[src/rtl/seq_sub64b_if.sv]
// rtl/seq_sub64b_if.sv - operand/result handshake bundle for the digit-serial subtractor
interface seq_sub64b_if #(
  parameter int WIDTH = 64
);
  logic             in_valid;
  logic             in_ready;
  logic [WIDTH-1:0] A;
  logic [WIDTH-1:0] B;
  logic             borrow_in;
  logic             out_valid;
  logic             out_ready;
  logic [WIDTH-1:0] diff;
  logic             borrow_out;
  logic             ovf;
  logic             zero;

  // Upstream/downstream side: supplies operands and consumes results
  modport master (
    output in_valid, A, B, borrow_in, out_ready,
    input  in_ready, out_valid, diff, borrow_out, ovf, zero
  );

  // Subtractor side
  modport slave (
    input  in_valid, A, B, borrow_in, out_ready,
    output in_ready, out_valid, diff, borrow_out, ovf, zero
  );
endinterface

[src/rtl/seq_sub64b.sv]
// rtl/seq_sub64b.sv - multi-cycle subtractor, one DIGIT-bit slice per clock with a registered borrow
module seq_sub64b #(
  parameter int WIDTH = 64,
  parameter int DIGIT = 4
) (
  input  logic         clk,
  input  logic         rst_n,
  seq_sub64b_if.slave  bus
);
  localparam int N  = WIDTH / DIGIT;
  localparam int CW = (N > 1) ? $clog2(N) : 1;

  typedef enum logic [1:0] {
    IDLE = 2'd0,
    RUN  = 2'd1,
    DONE = 2'd2
  } state_t;

  state_t           state;
  state_t           state_next;
  logic             accept;
  logic             in_ready;
  logic             out_valid;

  // Operands shift right one digit per RUN cycle, so the active digit is always at bit 0
  logic [WIDTH-1:0] a_reg;
  logic [WIDTH-1:0] b_reg;
  logic             borrow_reg;
  // Operand sign bits are shifted out during RUN, so keep them for the overflow flag
  logic             a_msb;
  logic             b_msb;
  logic [CW-1:0]    k;
  // Partial result fills from the top; after N shifts digit 0 sits at bit 0
  logic [WIDTH-1:0] res_reg;

  logic [DIGIT:0]   digit_sub;
  logic [WIDTH-1:0] res_next;
  logic             last_digit;

  logic [WIDTH-1:0] diff_reg;
  logic             borrow_out_reg;
  logic             ovf_reg;
  logic             zero_reg;

  assign digit_sub  = {1'b0, a_reg[DIGIT-1:0]} - {1'b0, b_reg[DIGIT-1:0]}
                    - (DIGIT+1)'(borrow_reg);
  assign res_next   = {digit_sub[DIGIT-1:0], res_reg[WIDTH-1:DIGIT]};
  assign last_digit = (k == CW'(N - 1));

  // State register
  always_ff @(posedge clk or negedge rst_n) begin
    if (!rst_n) begin
      state <= IDLE;
    end else begin
      state <= state_next;
    end
  end

  // Next-state and handshake outputs
  always_comb begin
    state_next = state;
    in_ready   = 1'b0;
    out_valid  = 1'b0;
    accept     = 1'b0;
    case (state)
      IDLE: begin
        in_ready = 1'b1;
        if (bus.in_valid) begin
          accept     = 1'b1;
          state_next = RUN;
        end
      end
      RUN: begin
        if (last_digit) begin
          state_next = DONE;
        end
      end
      DONE: begin
        out_valid = 1'b1;
        if (bus.out_ready) begin
          state_next = IDLE;
        end
      end
      default: state_next = IDLE;
    endcase
  end

  // Working registers: load on accept, then consume one digit per RUN cycle
  always_ff @(posedge clk or negedge rst_n) begin
    if (!rst_n) begin
      a_reg      <= '0;
      b_reg      <= '0;
      borrow_reg <= 1'b0;
      a_msb      <= 1'b0;
      b_msb      <= 1'b0;
      k          <= '0;
      res_reg    <= '0;
    end else if (accept) begin
      a_reg      <= bus.A;
      b_reg      <= bus.B;
      borrow_reg <= bus.borrow_in;
      a_msb      <= bus.A[WIDTH-1];
      b_msb      <= bus.B[WIDTH-1];
      k          <= '0;
      res_reg    <= '0;
    end else if (state == RUN) begin
      a_reg      <= a_reg >> DIGIT;
      b_reg      <= b_reg >> DIGIT;
      borrow_reg <= digit_sub[DIGIT];
      res_reg    <= res_next;
      k          <= k + CW'(1);
    end
  end

  // Result registers: captured only when the final digit completes, held otherwise
  always_ff @(posedge clk or negedge rst_n) begin
    if (!rst_n) begin
      diff_reg       <= '0;
      borrow_out_reg <= 1'b0;
      ovf_reg        <= 1'b0;
      zero_reg       <= 1'b0;
    end else if (state == RUN && last_digit) begin
      diff_reg       <= res_next;
      borrow_out_reg <= digit_sub[DIGIT];
      ovf_reg        <= (a_msb != b_msb) && (res_next[WIDTH-1] != a_msb);
      zero_reg       <= ~|res_next;
    end
  end

  assign bus.in_ready   = in_ready;
  assign bus.out_valid  = out_valid;
  assign bus.diff       = diff_reg;
  assign bus.borrow_out = borrow_out_reg;
  assign bus.ovf        = ovf_reg;
  assign bus.zero       = zero_reg;
endmodule

[src/flat_wrapper.sv]
// flat-port wrapper written by rule: the top's interface ports become plain ports
module seq_sub64b_flat 
#(
  parameter int WIDTH = 64,
  parameter int DIGIT = 4
)
  (clk, rst_n, bus_in_valid, bus_A, bus_B, bus_borrow_in, bus_out_ready, bus_in_ready, bus_out_valid, bus_diff, bus_borrow_out, bus_ovf, bus_zero);
  seq_sub64b_if #(.WIDTH(WIDTH)) bus_i ();
  input  logic clk;
  input  logic rst_n;
  input wire logic [$bits(bus_i.in_valid)-1:0] bus_in_valid;
  input wire logic [$bits(bus_i.A)-1:0] bus_A;
  input wire logic [$bits(bus_i.B)-1:0] bus_B;
  input wire logic [$bits(bus_i.borrow_in)-1:0] bus_borrow_in;
  input wire logic [$bits(bus_i.out_ready)-1:0] bus_out_ready;
  output wire logic [$bits(bus_i.in_ready)-1:0] bus_in_ready;
  output wire logic [$bits(bus_i.out_valid)-1:0] bus_out_valid;
  output wire logic [$bits(bus_i.diff)-1:0] bus_diff;
  output wire logic [$bits(bus_i.borrow_out)-1:0] bus_borrow_out;
  output wire logic [$bits(bus_i.ovf)-1:0] bus_ovf;
  output wire logic [$bits(bus_i.zero)-1:0] bus_zero;
  assign bus_i.in_valid = bus_in_valid;
  assign bus_i.A = bus_A;
  assign bus_i.B = bus_B;
  assign bus_i.borrow_in = bus_borrow_in;
  assign bus_i.out_ready = bus_out_ready;
  assign bus_in_ready = bus_i.in_ready;
  assign bus_out_valid = bus_i.out_valid;
  assign bus_diff = bus_i.diff;
  assign bus_borrow_out = bus_i.borrow_out;
  assign bus_ovf = bus_i.ovf;
  assign bus_zero = bus_i.zero;
  seq_sub64b #(.WIDTH(WIDTH), .DIGIT(DIGIT)) u_core (.clk(clk), .rst_n(rst_n), .bus(bus_i));
endmodule
[config.mk]
export PLATFORM = sky130hd
export DESIGN_NAME = seq_sub64b_flat
export DESIGN_NICKNAME = d
export VERILOG_FILES = /design/src/rtl/seq_sub64b_if.sv /design/src/rtl/seq_sub64b.sv /design/src/flat_wrapper.sv
export SDC_FILE = /design/constraint.sdc
export NUM_CORES = 1
export LEC_CHECK = 0
export ABC_AREA = 1
export CORE_MARGIN = 1.5
export CORE_UTILIZATION = 58
export DETAILED_ROUTE_END_ITERATION = 8
export DONT_BUFFER_PORTS = 1
export PLACE_DENSITY = 0.8
export SYNTH_ARGS = -nofsm -noshare
export SYNTH_HDL_FRONTEND = slang
export SYNTH_SLANG_ARGS = --single-unit
[constraint.sdc]
create_clock -name clk -period 2.3 [get_ports clk]
set_input_delay 0.345 -clock clk [delete_from_list [all_inputs] [get_ports clk]]
set_output_delay 0.345 -clock clk [all_outputs]
set_load 0.05 [all_outputs]
==> results.txt <==
Most used cell, CP: nand2_1
Footprint of the multi-input gates: 0.00353 sq mm
1st-iter DRT viols: 743
Hold Slack: -0.479 ns
Placement Setup Slack: 0.264 ns
Busiest grt layer: met2
Slew HR: 58.5%
Die Width: 140 um
Die H: 140 um
Count of final hold-check violations: 264
Initial antenna violation count: 3
Peak supply drop: 825 uV
Seq/Total Area, Yosys: 60.5%
Async SR Flop Fraction: 100%
Worst skew pair latency: 0.52 ns
Pwr Density: 1520 mW/mm^2
Share of cells above drive strength 1: 4.37%
Grt met1 use: 36.5%
HPWL after DPL: 14800 um
Root buffer cell: clkbuf_16
Ports: 202
Syn nets: 1332
TNS Setup: 0 ns
Post-synth top cells: nand2_1 (444), dfrtp_1 (264), nand3_1 (110)
Vias in the first global route: 8996
Placer congestion estimate: 0.818
CTS Hold Buffers Added: 127
Number of flops mapped to enable cells by yosys: 0
Critical path's slowest cell: fa_1
Nets: 1433
Required time worst endpoint: 2.71 ns
Wire per inst: 18.1 um
Initial Utilization: 58.8%
CP Launch Type: register
All-Layer GR Usage: 28.6%
Final period util: 89.4%
Placed cell count: 1369
HP Class: in2async
Post-Syn Instances: 1190
Post-CTS setup buffer count: 0
WP data arrival: 2.46 ns
Failing checks: negative hold slack
H-tree levels: 1
Layout area overhead: 19.7%
Fin. max-slew vios: 0
Synth cell types: 31
LEAKAGE: 0.00626 uW
Top cells by area, synth: dfrtp_1 (60%), nand2_1 (15%), nand3_1 (5.0%)
# Max-Cap Violations: 0
Most numerous cell in the Yosys netlist: nand2_1
Core ar.: 0.0186 sq mm
Port Buffers: 0
Clk_skew: 0.0164 ns
Number of CTS-inserted buffers: 27
Fmax: 486 MHz
Critical path class: reg2reg
Pwr Total: 19800 uW
Yosys synthesis warning count: 0
Post-route ant nets: 0
Setup repair after global routing missed its margin: no
Routing usage on met3: 7.11%
Status: finished, violations left
CTS sink cnt: 264
Global Route met2 Usage: 47.8%
Post-synth top area share: 60.5%
Mapped Area: 0.0109 sq mm
Total grt overflow: 0
Die footprint: 0.0197 sq mm
Top_reg_cell synth: dfrtp_1
Fill cells: 1265
Post-CTS sizing: 0
Synth Register Bits: 264
DRC errors left: 0
Final setup viols: 0
Largest net degree at the start of global routing: 265
Non-Filler Instances: 1540
Crit-path max FO: 3
Via Count: 8861
FP Rows: 50
Synth Area per Inst: 9.18 sq um
Total wire length: 27900 um
Tightest Pin Transition: 0.623 ns
CTS clk-pin slew, worst paths: 0.06 ns
Final min period: 2.06 ns
Clk buf depth: 3
Synth area leader: dfrtp_1
Design area: 0.0131 sq mm
Setup crit end kind: register
Storage cell area: 0.00661 sq mm
CP Cell Sequence: inv_1 -> fa_1 -> inv_1 -> ha_1 -> o21ai_0 -> nand3_1 -> nand2_1 -> nand2_1 -> nand3_1 -> nand2_1
First-pass GRT wire length: 45300 um
Via-to-Cell Ratio: 5.75
First-pass DRT Iterations: 5
CTS tree: yes
Slowest stage delay, CP: 0.56 ns
Dpl cell area: 0.0110 sq mm
Setup WS post-layout: 0.243 ns
[kinds of logic after synthesis]
kind of cell	share of synthesized area, %
simple gates	22.0
flops	60.5
compound gates	9.00
buf+inv	7.18
fa+ha+maj	1.17
xor+xnor	0.160
[per-stage QoR]
stage	hold WS (ns)	util, %
after floorplan	0.0494	-
after global placement	0.0564	59.1
after detailed placement	0.0565	59.1
after CTS	-0.500	70.3
after global routing	-0.509	70.3
final	-0.479	70.3
[layer usage]
metal / up-vias / wire length, um
li1: 4039 / -
met1: 4312 / 11000
met2: 414 / 13600
met3: 94 / 2290
met4: 2 / 974
met5: - / 13
[placed cells by master, fill, tap and decap left out, drive strengths merged, types with 5 or more instances in the layout]
master and instances:
o21ai 74, o22ai 60, o211ai 14, clkinv 5, nand3 110, a22o 6
ha 7, o221ai 5, buf 13, nand4 5, nand2 448, dfrtp 264
clkbuf 34, nor2 23, dlygate4sd3 127, inv 93
[where the power goes]
part	total, uW	internal (uW)	switching (uW)
clock network	4210	2470	1740
registers	9250	6600	2650
logic	6360	2310	4040
total	19800	11400	8430
[worst max-delay path, delay by kind of cell (launching register included)]
family | cells | cell delay, ns
flops | 1 | 0.35
compound gates | 1 | 0.29
fa+ha+maj | 2 | 0.72
simple gates | 5 | 0.49
buf+inv | 2 | 0.11
[final timing paths]
kind                       slack [ns]  depth (start not counted)               from             endpoint
setup / recovery                 0.24                         10  u_core.borrow_reg       u_core.bus.ovf
hold / removal                  -0.48                          0              rst_n  u_core.bus.diff[40]
setup reg to reg                 0.24                         10  u_core.borrow_reg       u_core.bus.ovf
hold reg to reg                  0.48                          2    u_core.b_reg[9]      u_core.b_reg[9]
max in group asynchronous        2.24                          0              rst_n     u_core.b_reg[37]
min in group clk                 0.04                          2          bus_A[63]         u_core.a_msb
[final cells by class]
class	instances	area share, %
flip-flops and latches	264	50.5
multi-input cells	764	27.0
repair buffers	140	11.1
clock buffers	34	5.37
inverters	94	2.75
well taps	234	2.24
clock inverters	8	0.900
diodes	2	0.0383
Note: power is estimated with default switching activity, not from simulation.
